File: config.mk
export PLATFORM = sky130hd
export DESIGN_NAME = video_mode_select
export DESIGN_NICKNAME = d
export VERILOG_FILES = /design/src/rtl/video_mode_select.sv
export SDC_FILE = /design/constraint.sdc
export NUM_CORES = 1
export LEC_CHECK = 0
export ABC_CLOCK_PERIOD_IN_PS = 2640
export CAP_MARGIN = 25
export CORE_MARGIN = 1.5
export CORE_UTILIZATION = 40
export DETAILED_ROUTE_END_ITERATION = 10
export PLACE_DENSITY_LB_ADDON = 0.1
export SLEW_MARGIN = 15
export SYNTH_ARGS = -nofsm -noshare
export SYNTH_HDL_FRONTEND = slang
export SYNTH_SLANG_ARGS = --single-unit
File: constraint.sdc
create_clock -name clock -period 2.64 [get_ports clock]
set_clock_uncertainty 0.15 [all_clocks]
set_input_delay 0.66 -clock clock [delete_from_list [all_inputs] [get_ports clock]]
set_output_delay 0.66 -clock clock [all_outputs]
set_load 0.02 [all_outputs]
File: src/rtl/video_mode_select.sv
// Video mode source: debounced front-panel button cycles 480i/720p/1080p, a
// ready/valid port sets explicit codes, and every change is held HOLD_CYCLES.
`ifndef MODE_480i
`define MODE_480i 8'h01
`endif
`ifndef MODE_720p
`define MODE_720p 8'h02
`endif
`ifndef MODE_1080p
`define MODE_1080p 8'h03
`endif

module video_mode_select #(
  parameter int         DEBOUNCE_CYCLES = 540000,
  parameter int         HOLD_CYCLES     = 16,
  parameter logic [7:0] INITIAL_MODE    = `MODE_1080p
) (
  input  logic       clock,
  input  logic       reset_n,
  input  logic       button_n,
  input  logic       req_valid,
  input  logic [7:0] req_mode,
  output logic       req_ready,
  output logic [7:0] mode_code,
  output logic [1:0] mode_index,
  output logic       mode_changed
);

  // Handshake: a request transfers on a clock edge where req_valid && req_ready;
  // req_ready is high only in IDLE and depends on the state register alone.

  typedef enum logic {IDLE, HOLD} state_t;

  localparam logic [19:0] DEB_LAST  = 20'(DEBOUNCE_CYCLES - 1);
  localparam logic [7:0]  HOLD_LAST = 8'(HOLD_CYCLES - 1);

  function automatic logic [7:0] code_of_idx(input logic [1:0] idx);
    case (idx)
      2'd0:    code_of_idx = `MODE_480i;
      2'd1:    code_of_idx = `MODE_720p;
      default: code_of_idx = `MODE_1080p;
    endcase
  endfunction

  function automatic logic [1:0] idx_of_code(input logic [7:0] code);
    if (code == `MODE_480i)      idx_of_code = 2'd0;
    else if (code == `MODE_720p) idx_of_code = 2'd1;
    else                         idx_of_code = 2'd2;
  endfunction

  function automatic logic is_known(input logic [7:0] code);
    is_known = (code == `MODE_480i) || (code == `MODE_720p) || (code == `MODE_1080p);
  endfunction

  localparam logic [1:0] INIT_IDX = idx_of_code(INITIAL_MODE);

  // Button synchroniser and debounce
  logic        sync1, sync2, stable, press_evt;
  logic [19:0] deb_cnt;

  always_ff @(posedge clock or negedge reset_n) begin
    if (!reset_n) begin
      sync1     <= 1'b1;
      sync2     <= 1'b1;
      stable    <= 1'b1;
      deb_cnt   <= '0;
      press_evt <= 1'b0;
    end else begin
      sync1     <= button_n;
      sync2     <= sync1;
      press_evt <= 1'b0;
      if (sync2 == stable) begin
        deb_cnt <= '0;
      end else if (deb_cnt == DEB_LAST) begin
        stable    <= sync2;
        deb_cnt   <= '0;
        press_evt <= ~sync2;
      end else begin
        deb_cnt <= deb_cnt + 20'd1;
      end
    end
  end

  // Mode FSM
  state_t     state, state_d;
  logic [7:0] hold_cnt, hold_d;
  logic       pending, pend_d;
  logic [1:0] idx_d, next_idx;
  logic       chg_d, req_change;

  assign req_ready  = (state == IDLE);
  assign next_idx   = (mode_index == 2'd2) ? 2'd0 : mode_index + 2'd1;
  assign req_change = is_known(req_mode) && (req_mode != mode_code);

  always_comb begin
    state_d = state;
    hold_d  = hold_cnt;
    pend_d  = pending;
    idx_d   = mode_index;
    chg_d   = 1'b0;
    case (state)
      IDLE: begin
        if (req_valid && req_change) begin
          // Request wins; a simultaneous press waits out the hold window.
          idx_d   = idx_of_code(req_mode);
          chg_d   = 1'b1;
          state_d = HOLD;
          hold_d  = '0;
          pend_d  = pending | press_evt;
        end else if (press_evt || pending) begin
          idx_d   = next_idx;
          chg_d   = 1'b1;
          state_d = HOLD;
          hold_d  = '0;
          pend_d  = 1'b0;
        end
      end
      HOLD: begin
        if (press_evt) pend_d = 1'b1;
        if (hold_cnt == HOLD_LAST) begin
          state_d = IDLE;
          hold_d  = '0;
        end else begin
          hold_d = hold_cnt + 8'd1;
        end
      end
      default: state_d = IDLE;
    endcase
  end

  always_ff @(posedge clock or negedge reset_n) begin
    if (!reset_n) begin
      state        <= IDLE;
      hold_cnt     <= '0;
      pending      <= 1'b0;
      mode_index   <= INIT_IDX;
      mode_code    <= code_of_idx(INIT_IDX);
      mode_changed <= 1'b0;
    end else begin
      state        <= state_d;
      hold_cnt     <= hold_d;
      pending      <= pend_d;
      mode_index   <= idx_d;
      mode_code    <= code_of_idx(idx_d);
      mode_changed <= chg_d;
    end
  end

endmodule

# [After elaboration in Yosys (flattened, before gate mapping)]
# Index checks and enable logic that the tools add are counted.
[word_totals] reg_bits=45
[op_classes] n_addsub=3 eq_ne=11 mux=24 bitwise=4 reduce_logical=8
[op_table] op="20-bit two-way mux" count=2
[op_table] op="8-bit two-way mux" count=3
[op_table] op="20-bit by 1-bit adder with 20-bit output, second input constant" count=1
[op_table] op="20-bit equality test, second input constant" count=1
[op_table] op="8-bit by 2-bit equality test with 1-bit output, second input constant" count=2
[op_table] op="8-bit case mux with 2 select lines" count=1
[op_table] op="2-bit two-way mux" count=6
[op_table] op="1-bit two-way mux" count=9
[op_table] op="8-bit by 1-bit adder with 8-bit output, second input constant" count=1
[op_table] op="8-bit by 1-bit equality test with 1-bit output, second input constant" count=1
[op_table] op="8-bit by 4-bit equality test with 1-bit output, second input constant" count=1
[op_table] op="8-bit != test" count=1
[op_table] op="1-bit case mux with 2 select lines" count=2
[op_table] op="2-bit case mux with 2 select lines" count=1
[op_table] op="2-bit AND reduction" count=2
[op_table] op="1-bit logical OR" count=3
[op_table] op="3-bit by 1-bit != test with 1-bit output, second input constant" count=1
[op_table] op="1-bit NOT" count=3
[op_table] op="2-bit by 1-bit adder with 2-bit output, second input constant" count=1
[op_table] op="2-bit by 1-bit equality test with 1-bit output, second input constant" count=1
[op_table] op="2-bit equality test, second input constant" count=1
[op_table] op="1-bit logical AND" count=2
[op_table] op="2-bit logical NOT" count=1
[op_table] op="2-bit != test, second input constant" count=1
[op_table] op="other kinds (2)" count=2

# [Logic depth before layout (Yosys ltp)]
[depth] word_depth=9 depth_mapped=7 depth_no_buf=5

# [Worst setup path after synthesis]
# Ideal clock, no wire load.
[synth_path] kind="register -> register" start="register deb_cnt[9]" end="register deb_cnt[10]" setup_ps=119 arrival_ps=1651 slack_ps=720 path_stages_with_launch=7 n_path_buf=2 synth_period_minus_slack_ps=1920 cell_sequence="dfrtp_1 > or4_1 > nor4_2 > a41o_1 > buf_6 > buf_12 > nor2_1"
[synth_via] elab_chain_cells=3 word_cells_on_any_way=4 classes_between="1 x add/sub; 1 x eq/ne; 2 x mux"
[synth_lines] element="start: declaration" line="59" source="logic [19:0] deb_cnt;"
[synth_lines] element="start signal: assignment" line="79" source="deb_cnt <= deb_cnt + 20'd1;"
[synth_lines] element="20-bit by 1-bit adder with 20-bit output / 20-bit equality test (equally long branches)" line="79, 74"
[synth_lines] element="20-bit two-way mux *" line="74" source="end else if (deb_cnt == DEB_LAST) begin"
[synth_lines] element="20-bit two-way mux *" line="72" source="if (sync2 == stable) begin"
# Mark *: on every way between the ends. The rest lies on a longest branch, timed or not.
# A chain may end at the register's enable or synchronous reset.

# [Worst setup path after layout]
[layout_path] start="register state" end="output req_ready"
[layout_via] elab_chain_cells=1
[layout_lines] element="start: declaration" line="85" source="state_t state, state_d;"
[layout_lines] element="start signal: assignment" line="140" source="state <= state_d;"
[layout_lines] element="1-bit NOT"
[layout_lines] element="end: declaration" line="23" source="output logic req_ready,"
# No other way between the ends.

==> metrics.cfg <==
[logic_synthesis]
yosysTopAreaCell=dfrtp_1
postSynthCellCount=201
synth_area_mm2=0.001997
yosys_most_used_dff=dfrtp_1
synth_edf_count=0
async_flop_share=1.000
synth_top_family_by_area=simple AND/OR/NAND/NOR gates
netlist_top_cells_area=dfrtp_1 41%, dfstp_2 7.9%, xor2_1 5.3%, nor2_1 3.4%, nand2_1 3.2%
synthAdderAreaFrac=0.01253
synth.most_common_cell=dfrtp_1
avgSynthCellArea_um2=9.935
ys_ff_latch=39
synth-simple-area-share=0.2130
synth_cell_types=46
synth_top_area_frac=0.4135
ys_top_cells_by_count=33 x dfrtp_1, 18 x nor2_1, 17 x nand2_1
synth-warning-count=0
muxShareOfSynthArea=0.01566
yosysSeqAreaShare=0.4925
synth_compound_area_frac=0.1322
synth_xor_area_frac=0.07456

[route]
routed-via-count=1535
drtIter0Drc=109
drtAntennaViolNets=0
route.detailed.drc=0
drtPass1Iterations=4
vias_per_cell=5.311
wl_per_cell_um=13.59
drt-total-wl_mm=3.928

[critical_path]
crit_path_start_kind=flop
critPathMaxFanout=11
critPathRequiredTime_ps=1830
end_kind=primary output
crit_arrival_ps=1530
critPathKind=flop to primary output

[run]
drv_cap=0

[timing]
finalSetupViolations=0
fmax_ghz=0.4281
tightest_slew_ps=835.8
fin_tns_setup_ps=0
drv_slew=0
period_share=0.8848
layout_setup_ws_ps=304.1
rsz0062_at_grt=no
hold_viol=0
maxSlewHeadroom=0.4428
min_period_ps=2336

[placed_design]
io_buffers=17
placed_cell_area_mm2=0.002195
post-place-cells=281
pre_cts_slack_ps=36.86
hpwl_mm=2.773
routabilityCongestion=0.7599

[clocking]
post_cts_buffers=0
cts_resized=0
numClockSinks=39
worstSkewPairLatency_ps=290
cts-hold-fix-buffers=0
cts_tree=yes
clk_path_buf_depth=2
numCtsBuffers=5
clock-root-buffer=clkbuf_8
htree_levels=2
path_clk_slew_ps=70

[layout]
n_antenna_cell=0
postLayoutCoreUtil=0.4826
multi_input_area_um2=917.1
drive_gt1_frac=0.1036
ff_latch_area_um2=983.4
area_delta_synth_final_pct=14.91
fin_cells=289
nets=235
final_area_mm2=0.002295
fill_cells=461

[power_and_ir_drop]
power_density_mw_per_mm2=480.3
leakage_nw=0.9370
vdd_drop_max_v=0.0003400

[floorplanning]
row_count=25
start_util=0.4200
dieWidth_um=73.66
ioPinCount=24
die_h_um=73.66
die_area_mm2=0.005425
core_area_mm2=0.004755

[global_route]
antenna_found_initial=0
grt_busiest_layer=met2
track_usage=0.1605
grt_max_degree=40
grt_pass1_wl_mm=6.568
grt_util_met2=0.2402
globalRouteMet3Util=0.04252
grt.met1_usage=0.2223
grt_overflow_total=0
grt_pass1_vias=1415

[worst_hold_path]
min_path_type=flop to flop

[outcome]
status=complete, no violations

## cell usage in the layout (no fill, tap or decap), types with 2 or more instances in the layout
cell type and count:
inv_1 6, or3_1 7, a31o_2 3, xnor2_1 5, clkdlybuf4s50_1 16, a21oi_1 10, nor3_1 3, nor4_1 3
conb_1 6, nor3b_1 3, clkbuf_8 7, and4_1 5, dfrtp_1 33, nand3_1 8, o21ai_1 2, nor2_1 18
nand4_1 7, xor2_1 12, o31ai_1 2, o22ai_1 5, mux2i_1 2, buf_4 3, o21ai_0 9, ha_1 2
nand2_1 17, or4_1 3, dfstp_2 6
## state kept, by name (all words and copies together), names as in the netlist
signal,count
stable,1
deb_cnt,20
mode_code,2
mode_changed,1
mode_index,2
state,1
press_evt,1
pending,1
sync1,1
sync2,1
hold_cnt,8
## final timing paths
path | from | depth (start not counted) | end | slack (ps)
worst min register to register | sync1$_DFF_PN1_ | 0 | sync2$_DFF_PN1_ | 210
min in group asynchronous | reset_n | 1 | hold_cnt[5]$_DFFE_PN0P_ | 310
max in group asynchronous | reset_n | 1 | deb_cnt[8]$_DFF_PN0_ | 1490
worst max register to register | deb_cnt[9]$_DFF_PN0_ | 5 | deb_cnt[15]$_DFF_PN0_ | 630
worst max-delay path | state$_DFF_PN0_ | 2 | req_ready | 300
worst min-delay path | sync1$_DFF_PN1_ | 0 | sync2$_DFF_PN1_ | 210
## where the power goes
part | internal, mW | total, mW | switching, mW
clock | 0.238 | 0.437 | 0.199
sequential | 0.604 | 0.609 | 0.00464
combinational | 0.0214 | 0.0560 | 0.0346
## per-stage QoR
stage | power [mW] | hold WS [ps]
3_5_place_dp | 0.6777 | 201.5
3_3_place_gp | 0.6755 | 197.0
5_1_grt | 1.148 | 216.6
4_1_cts | 1.120 | 212.1
2_1_floorplan | 0.6535 | 195.2
6_report | 1.102 | 209.6
## worst max-delay path, cell delays in order, from the launching register on
cell and delay [ps]:
dfrtp_1 510, inv_1 130, clkdlybuf4s50_1 610
## kinds of logic (layout without fill, tap and decap cells)
family | after synthesis | after routing
AOI/OAI and AO/OA | 41 | 41
xor gates and xnor gates | 17 | 17
adders and majority gates | 2 | 2
buffers and inverters | 18 | 34
DFF | 39 | 39
muxes | 3 | 3
other | 1 | 6
and+or+nand+nor | 80 | 80
## routing by layer
layer	part of all wire	wire length [um]	up-vias
met2	0.45	1782	36
met1	0.48	1904	739
met4	0.015	60	0
met3	0.046	180	6
li1	-	-	754
met5	0	0	-
## cell type report
class | instances | share of cell area
clock buffers | 8 | 0.04362
inverters | 6 | 0.009815
repair buffers | 20 | 0.08179
well taps | 67 | 0.03653
multi-input cells | 149 | 0.3997
flip-flops and latches | 39 | 0.4286
No activity file was read; power rests on OpenSTA's default activity.
